`config.mk`:
```
export PLATFORM = sky130hd
export DESIGN_NAME = cmul_sched
export DESIGN_NICKNAME = d
export VERILOG_FILES = /design/src/rtl/cmul_sched.sv
export SDC_FILE = /design/constraint.sdc
export NUM_CORES = 1
export LEC_CHECK = 0
export ABC_AREA = 1
export CORE_MARGIN = 5
export CORE_UTILIZATION = 35
export DETAILED_ROUTE_END_ITERATION = 10
export MAX_ROUTING_LAYER = met4
export PLACE_DENSITY = 0.55
export SLEW_MARGIN = 5
export SYNTH_ARGS = -nofsm -noshare
export SYNTH_HDL_FRONTEND = slang
export SYNTH_SLANG_ARGS = --single-unit
```
`constraint.sdc`:
```
create_clock -name clk -period 2.4 [get_ports clk]
set_input_delay 0.24 -clock clk [delete_from_list [all_inputs] [get_ports clk]]
set_output_delay 0.24 -clock clk [all_outputs]
set_load 0.02 [all_outputs]
```
`src/rtl/cmul_sched.sv`:
```
// cmul_sched -- complex twiddle multiply sequencer, y = x * w.
//
// Time-shares one external real multiplier across the four partial products
// of a complex multiply, one product per cycle:
//   y_re = xr*wr - xi*wi
//   y_im = xr*wi + xi*wr
// The unity twiddle (1.0 + j0) skips the multiplier and forwards x directly.
//
// Handshakes: a transfer happens on a rising clk edge where valid and ready
// are both high. The producer holds valid and the payload stable until that
// edge. in_ready_o is high only in IDLE. out_valid_o is high only in OUT, and
// y is held stable there until out_ready_i is seen.
//
// Optional feature: define CMUL_SAT_EN to saturate the combined sums to the
// OUT_W range. Without it, the sums wrap in two's complement.
//
// Ports:
//   clk, rst_n              clock (rising edge), asynchronous active-low reset
//   in_valid_i, in_ready_o  operand handshake
//   x_re_i, x_im_i          complex input sample (signed, FRAC fractional bits)
//   w_re_i, w_im_i          complex twiddle (signed, FRAC fractional bits)
//   mul_a_o, mul_b_o        operands to the shared multiplier (0 when idle)
//   mul_p_i                 combinational, already-scaled product of mul_a*mul_b
//   out_valid_o, out_ready_i result handshake
//   y_re_o, y_im_o          result
//   busy_o                  high in any state other than IDLE
//   state_o                 current FSM state, for debug and checkers
module cmul_sched #(
   parameter int IN_W  = 16,
   parameter int FRAC  = 10,
   parameter int OUT_W = 16
) (
   input  logic                    clk,
   input  logic                    rst_n,
   input  logic                    in_valid_i,
   output logic                    in_ready_o,
   input  logic signed [IN_W-1:0]  x_re_i,
   input  logic signed [IN_W-1:0]  x_im_i,
   input  logic signed [IN_W-1:0]  w_re_i,
   input  logic signed [IN_W-1:0]  w_im_i,
   output logic signed [IN_W-1:0]  mul_a_o,
   output logic signed [IN_W-1:0]  mul_b_o,
   input  logic signed [OUT_W-1:0] mul_p_i,
   output logic                    out_valid_o,
   input  logic                    out_ready_i,
   output logic signed [OUT_W-1:0] y_re_o,
   output logic signed [OUT_W-1:0] y_im_o,
   output logic                    busy_o,
   output logic [2:0]              state_o
);

   localparam logic [2:0] S_IDLE = 3'd0;
   localparam logic [2:0] S_P0   = 3'd1;
   localparam logic [2:0] S_P1   = 3'd2;
   localparam logic [2:0] S_P2   = 3'd3;
   localparam logic [2:0] S_P3   = 3'd4;
   localparam logic [2:0] S_OUT  = 3'd5;

   localparam logic [IN_W-1:0] W_ONE = IN_W'(64'd1 << FRAC);

   logic [2:0]       state_q, state_d;
   logic [IN_W-1:0]  xr_q, xr_d, xi_q, xi_d, wr_q, wr_d, wi_q, wi_d;
   logic [OUT_W-1:0] p0_q, p0_d, p1_q, p1_d, p2_q, p2_d, p3_q, p3_d;
   logic [OUT_W-1:0] y_re_q, y_re_d, y_im_q, y_im_d;
   logic [OUT_W:0]   sum_re, sum_im;
   logic             unused_bits;

   // Sign-extend or truncate an input-format value to the output width.
   function automatic logic [OUT_W-1:0] fit_out(input logic [IN_W-1:0] v);
      logic [IN_W+OUT_W-1:0] wide;
      wide = {{OUT_W{v[IN_W-1]}}, v};
      return wide[OUT_W-1:0];
   endfunction

`ifdef CMUL_SAT_EN
   // The two top bits of the one-bit-wider sum differ only on overflow.
   function automatic logic [OUT_W-1:0] reduce(input logic [OUT_W:0] s);
      if (s[OUT_W] != s[OUT_W-1])
         return s[OUT_W] ? {1'b1, {(OUT_W-1){1'b0}}} : {1'b0, {(OUT_W-1){1'b1}}};
      return s[OUT_W-1:0];
   endfunction
`endif

   // p3 is never stored before use: the imaginary sum takes it live in P3.
   assign sum_re = {p0_q[OUT_W-1], p0_q} - {p1_q[OUT_W-1], p1_q};
   assign sum_im = {p2_q[OUT_W-1], p2_q} + {mul_p_i[OUT_W-1], mul_p_i};

   assign unused_bits = ^{sum_re[OUT_W], sum_im[OUT_W], p3_q};

   always_comb begin
      state_d = state_q;
      xr_d    = xr_q;
      xi_d    = xi_q;
      wr_d    = wr_q;
      wi_d    = wi_q;
      p0_d    = p0_q;
      p1_d    = p1_q;
      p2_d    = p2_q;
      p3_d    = p3_q;
      y_re_d  = y_re_q;
      y_im_d  = y_im_q;
      mul_a_o = '0;
      mul_b_o = '0;
      case (state_q)
         S_IDLE: begin
            if (in_valid_i) begin
               xr_d = x_re_i;
               xi_d = x_im_i;
               wr_d = w_re_i;
               wi_d = w_im_i;
               if (w_re_i == W_ONE && w_im_i == '0) begin
                  y_re_d  = fit_out(x_re_i);
                  y_im_d  = fit_out(x_im_i);
                  state_d = S_OUT;
               end else begin
                  state_d = S_P0;
               end
            end
         end
         S_P0: begin
            mul_a_o = xr_q;
            mul_b_o = wr_q;
            p0_d    = mul_p_i;
            state_d = S_P1;
         end
         S_P1: begin
            mul_a_o = xi_q;
            mul_b_o = wi_q;
            p1_d    = mul_p_i;
            state_d = S_P2;
         end
         S_P2: begin
            mul_a_o = xr_q;
            mul_b_o = wi_q;
            p2_d    = mul_p_i;
            state_d = S_P3;
         end
         S_P3: begin
            mul_a_o = xi_q;
            mul_b_o = wr_q;
            p3_d    = mul_p_i;
`ifdef CMUL_SAT_EN
            y_re_d  = reduce(sum_re);
            y_im_d  = reduce(sum_im);
`else
            y_re_d  = sum_re[OUT_W-1:0];
            y_im_d  = sum_im[OUT_W-1:0];
`endif
            state_d = S_OUT;
         end
         S_OUT: begin
            if (out_ready_i) state_d = S_IDLE;
         end
         default: state_d = S_IDLE;
      endcase
   end

   always_ff @(posedge clk or negedge rst_n) begin
      if (!rst_n) begin
         state_q <= S_IDLE;
         xr_q    <= '0;
         xi_q    <= '0;
         wr_q    <= '0;
         wi_q    <= '0;
         p0_q    <= '0;
         p1_q    <= '0;
         p2_q    <= '0;
         p3_q    <= '0;
         y_re_q  <= '0;
         y_im_q  <= '0;
      end else begin
         state_q <= state_d;
         xr_q    <= xr_d;
         xi_q    <= xi_d;
         wr_q    <= wr_d;
         wi_q    <= wi_d;
         p0_q    <= p0_d;
         p1_q    <= p1_d;
         p2_q    <= p2_d;
         p3_q    <= p3_d;
         y_re_q  <= y_re_d;
         y_im_q  <= y_im_d;
      end
   end

   assign in_ready_o  = (state_q == S_IDLE);
   assign out_valid_o = (state_q == S_OUT);
   assign busy_o      = (state_q != S_IDLE);
   assign y_re_o      = y_re_q;
   assign y_im_o      = y_im_q;
   assign state_o     = state_q;

endmodule

```
==> results.cfg, run 1 <==
[worst_setup_path]
worstPathRequired_ns = 2.16
r2r_start = p1_q[0]
critical_path.top_delay_family = buffers and inverters
ff2ff_setup_slack_ns = 0.41
crit-reg2reg-capture = y_re_o[8]
crit_buf_inv = 3
cp_cell_sequence = inv_2 > nand2_2 > nor2_4 > buf_12 > o21ai_0 > nand2_1 > dlygate4sd2_1
crit_path_max_incr_delay_ns = 0.42
r2r_cells = 12
critPathArrivalTime_ns = 2.04
end_kind = output pin
cp_max_fo = 26
path_class = register to output pin
start_kind = register
worst_path_max_delay_cell = dfrtp_1

[synthesis]
ys_seq_area_share_pct = 43.8
synth_ff_type = dfrtp_1
synth_top_area_cell = dfrtp_1
synthArstFlopShare_pct = 100
syn_area_per_cell_um2 = 7.44
synth.distinct_cells = 31
synth_nets = 1244
synth_seq_cells = 147
synth_edf_count = 0
synthTopCellsByArea = dfrtp_1, nand2_1, o21ai_0
synth_warnings = 0
postSynthCellCount = 1128
syn_area_um2 = 8390
synth_top_area_share_pct = 43.8

[clock_network]
clockBufferDepth = 2
cts_made_buffers = 17
cts_sinks = 147
clk_pin_slew_ns = 0.07
clock_latency_ns = 0.43
post_cts_buffers = 0
h-tree-depth = 4
cts_tree = done
cts-root-buf = clkbuf_16

[timing]
finalSetupViolCount = 0
finalSetupTns_ns = 0
drv_slew = 0
fmax_ghz = 0.439
worstMarginPinSlew_ns = 0.785
fin_crit_sh_pct = 95.0
hold_viol_final = 0
slew_headroom_pct = 47.6
period_minus_slack_ns = 2.28
rsz0062_at_grt = no
clock-skew-final_ns = 0.0146

[finish]
fin_nets = 1403
area_delta_synth_final_pct = 31.2
fillers = 2466
multi_input_area_um2 = 3990
antenna_cells = 0
seq_area_um2 = 3680
layout-drive-gt1-share_pct = 9.15
mostFrequentLayoutCells = nand2_1, dfrtp_1, inv_1
layout_commonest_cell = nand2_1
final_area_um2 = 11000

[route]
dr.pass1.iters = 5
ant_nets = 0
dr_total_vias = 7609
avgViaCountPerCell = 4.70
drt_iter0_markers = 528
drc = 0
drt_wl_total_mm = 25.5
wire_per_inst_um = 15.7

[placed_design]
io_buffers = 153
gp_congestion = 0.908
placed_area_um2 = 10400
post-dp-hpwl_mm = 19.5

[die]
fp.dieW_um = 165
fp.dieH_um = 165
placementRows = 56
die_area_um2 = 27200
initial_core_util_pct = 35.6
core-area_um2 = 23500
ios = 154

[flow_run]
cap_violations = 0

[power]
leakage_nw = 5.66
ir_drop_mv = 0.613
power_density_nw_per_um2 = 1450
finalPower_mw = 15.9

[grt]
grt_max_degree = 54
grt_pass1_wl_mm = 39.6
grt_pass1_vias = 7314
overflow = 0
antenna_found_initial = 0
grt_use_total_pct = 19.3

[hold_path]
hp-class = input port to asynchronous set/reset pin

[status]
outcome = complete, no violations
==> synthesized netlist by cell type, types with 4 or more instances <==
cell type / instances
clkbuf_1: 17
mux2_2: 43
a21oi_1: 14
nand4_1: 9
nor2_1: 65
dfrtp_1: 147
nand3_1: 67
nand3b_1: 6
ha_1: 30
or2_2: 4
inv_2: 5
nand2_1: 414
inv_1: 143
buf_2: 19
o21ai_0: 117
==> cell families after synthesis <==
family                     count (synthesis)  share of synthesized area [%]
DFF                                      147                           43.8
xor gates and xnor gates                   3                          0.313
buffers and inverters                    187                           8.69
and+or+nand+nor                          580                           28.2
AOI/OAI and AO/OA                        136                           8.17
muxes                                     43                           5.77
adders and majority gates                 32                           4.95
==> flip-flops by register name (all words and copies together), names as in the netlist <==
name / flops
p0_q: 16
p1_q: 16
p2_q: 16
wi_q: 16
wr_q: 16
xi_q: 16
xr_q: 16
y_im_o: 16
y_re_o: 16
state_o: 3
==> layout make-up <==
cell class	instances	area share, %
timing repair buffer	178	16.1
clock inverter	14	1.54
inverter	149	5.08
clock buffer	18	3.90
tap	319	3.63
multi-input combinational	794	36.3
sequential	147	33.4
==> timing repair <==
action                                 in CTS  in global routing
endpoints found under the hold margin      49                  0
hold buffers                                1                  0
setup endpoints to repair                  31                  7
gates resized for setup                    35                  7
==> through the flow <==
step / instances / utilization [%] / setup WS, ns / hold slack, ns
floorplan: 1128 / - / 0.609 / -0.0556
global placement: 1586 / 44.2 / 0.0901 / 0.239
detailed placement: 1586 / 44.2 / 0.0753 / 0.237
CTS: 1619 / 46.7 / 0.0312 / 0.349
global route: 1619 / 46.7 / 0.00206 / 0.379
finish: 1619 / 46.7 / 0.121 / 0.341
==> layer usage <==
metal  vias to the layer above  global-route usage (%)  routed length (um)  share of wire (%)
met5                         -                       -                   0                  0
met4                         0                    4.16                 316                1.2
met3                        24                    3.32                1340                5.3
met2                       181                    29.3               11200                 44
met1                      3524                    27.2               12600                 49
li1                       3880                       -                   -                  -
==> power breakdown <==
part / total, mW / switching [mW] / internal, mW
logic: 8.88 / 5.41 / 3.48
clock network: 2.71 / 1.22 / 1.49
registers: 4.34 / 0.639 / 3.70
total: 15.9 / 7.27 / 8.66
==> worst max-delay path by stage <==
stage                    start           to  slack [ns]  cells past startpoint
floorplan              p2_q[0]    y_im_o[4]        0.61                      9
global placement    mul_p_i[0]    y_im_o[4]        0.09                     10
detailed placement  mul_p_i[0]    y_im_o[4]        0.08                     10
CTS                 state_o[1]  mul_a_o[15]        0.03                      6
global route        state_o[0]  mul_a_o[12]       0.002                      7
finish              state_o[1]  mul_a_o[11]        0.12                      7
Note: power is estimated with default switching activity, not from simulation.
==> run 2: changes to the inputs <==
==> constraint.sdc (replaced) <==
create_clock -name clk -period 2.8 [get_ports clk]
set_input_delay 0.28 -clock clk [delete_from_list [all_inputs] [get_ports clk]]
set_output_delay 0.28 -clock clk [all_outputs]
set_load 0.02 [all_outputs]
==> run 2 against run 1 <==
  * Clock power down 17%
  * Final area decreased by 1.0%
  * Setup slack got worse by 0.0079 ns
  * First-iteration DRC count shrank 6.1%
  * Cell count decreased by 0.56%
  * Critical path depth unchanged
  * Clock skew fell by 0.0058 ns
  * Critical endpoint is now mul_a_o[0]
  * Largest cell class unchanged
  * Largest power group unchanged
==> results.cfg, run 2 (synthesis results as in run 1) <==
[power]
power_density_nw_per_um2 = 1260
p_comb_share_pct = 56.2
swShare_pct = 45.1
ir_drop_mv = 0.493
power_frac_clock_pct = 16.5
p_int_mw = 7.52
seqPwrFrac_pct = 27.3
leakage_nw = 5.49
power.net_switching_mw = 6.17

[placed_design]
gp_congestion = 0.907
post-dp-hpwl_mm = 19.5
io_buffers = 153

[worst_setup_path]
cp_max_fo = 33
cp_cell_sequence = inv_2 > nand2_2 > nor2_4 > buf_4 > o21ai_0 > nand2_1 > clkdlybuf4s50_1
r2r_start = state_o[1]
start_kind = register
path_class = register to output pin
crit_path_max_incr_delay_ns = 0.62
crit-reg2reg-capture = y_im_o[8]
critical_path.top_delay_family = buffers and inverters
r2r_cells = 10
ff2ff_setup_slack_ns = 0.56
critPathArrivalTime_ns = 2.41
crit_buf_inv = 3
end_kind = output pin
worstPathRequired_ns = 2.52
worst_path_max_delay_cell = clkdlybuf4s50_1

[status]
outcome = complete, no violations

[timing]
hold_viol_final = 0
fin_crit_sh_pct = 96.0
clock-skew-final_ns = 0.00880
finalSetupTns_ns = 0
fmax_ghz = 0.372
drv_slew = 0
slew_headroom_pct = 46.2
rsz0062_at_grt = no
period_minus_slack_ns = 2.69
worstMarginPinSlew_ns = 0.807
finalSetupViolCount = 0
finalHoldWorstSlack_ns = 0.396

[clock_network]
cts_sinks = 147
cts-root-buf = clkbuf_16
cts_tree = done
clk_pin_slew_ns = 0.07
h-tree-depth = 4
clock_latency_ns = 0.43
clockBufferDepth = 2
cts_made_buffers = 17

[route]
dr.pass1.iters = 5
drt_iter0_markers = 496
drc = 0
ant_nets = 0
wire_per_inst_um = 15.7
dr_total_vias = 7554
avgViaCountPerCell = 4.69
drt_wl_total_mm = 25.3

[die]
placementRows = 56
fp.dieW_um = 165
ios = 154
initial_core_util_pct = 35.6
die_area_um2 = 27200
core-area_um2 = 23500
fp.dieH_um = 165

[finish]
layout-drive-gt1-share_pct = 8.52
fillers = 2475
antenna_cells = 0
fin_nets = 1395
layout_commonest_cell = nand2_1
mostFrequentLayoutCells = nand2_1, clkdlybuf4s50_1, dfrtp_1
area_delta_synth_final_pct = 29.8

[flow_run]
cap_violations = 0

[hold_path]
hp-class = input port to asynchronous set/reset pin

[grt]
grt_pass1_wl_mm = 40.3
antenna_found_initial = 0
overflow = 0
grt_use_total_pct = 19.7
grt_max_degree = 69
grt_pass1_vias = 7384
==> run 2: changes by cell type in the layout (fill, tap and decap cells not counted), moves of 2 or more <==
cell	before	now
clkinv_4	2	0
clkinv_2	0	2
clkdlybuf4s50_1	120	152
dlygate4sd2_1	25	0
inv_8	5	3
clkdlybuf4s15_1	6	0
buf_12	6	2
inv_6	2	4
buf_4	17	13
==> run 2: power by group through the flow <==
| stage | registers (mW) | clock network [mW] | logic, mW |
|---|---|---|---|
| floorplan | 3.89 | 0 | 4.79 |
| global placement | 3.77 | 0 | 7.63 |
| detailed placement | 3.77 | 0 | 7.70 |
| CTS | 3.74 | 2.31 | 7.74 |
| global route | 3.87 | 2.40 | 8.65 |
| finish | 3.74 | 2.26 | 7.68 |
==> run 2: through the flow <==
stage                     util [%]  cell area [um2]  cells  total power, mW  setup WS [ns]
after floorplan                  -             8390   1128             8.68          0.997
after global placement        43.7            10300   1578             11.4          0.452
after detailed placement      43.7            10300   1578             11.5          0.421
after global routing          46.3            10900   1610             14.9        0.00923
final                         46.3            10900   1610             13.7          0.113
after CTS                     46.2            10900   1610             13.8        0.00212
==> run 2: worst reg2reg max path: cells and delay by family, from the launching register on <==
| family | cells | cell delay, ns |
|---|---|---|
| AOI/OAI and AO/OA | 1 | 0.11 |
| buffers and inverters | 4 | 1.10 |
| DFF | 1 | 0.42 |
| and+or+nand+nor | 5 | 0.50 |
==> run 2: worst max-delay path by stage <==
stage | slack (ns) | depth (start not counted) | end | start
6_report | 0.11 | 7 | mul_a_o[0] | state_o[1]
5_1_grt | 0.009 | 7 | mul_a_o[0] | state_o[1]
4_1_cts | 0.002 | 5 | mul_a_o[0] | state_o[2]
3_5_place_dp | 0.42 | 10 | y_im_o[4] | mul_p_i[0]
3_3_place_gp | 0.45 | 10 | y_im_o[4] | mul_p_i[0]
2_1_floorplan | 1.0 | 6 | mul_b_o[15] | state_o[2]
==> run 2: layer usage <==
metal | track usage (%) | up-vias | wire (um)
met5 | - | - | 0
met4 | 4.27 | 0 | 205
met3 | 3.04 | 13 | 1350
met2 | 29.7 | 173 | 11100
met1 | 28.1 | 3519 | 12700
li1 | - | 3849 | -
==> run 2: final cells by class <==
type	instances	area (um2)	area share, %
multi-input cells	794	3990	36.6
clock buffers	17	425	3.91
well taps	319	399	3.66
inverters	149	559	5.14
repair buffers	170	1690	15.5
clock inverters	14	148	1.36
flip-flops and latches	147	3680	33.8
==> run 2: repair_timing <==
action	4_1_cts	5_1_grt
buffers inserted	0	0
gates resized for setup	0	2
endpoints found under the hold margin	65	0
hold buffers	1	0
setup endpoints to repair	0	32
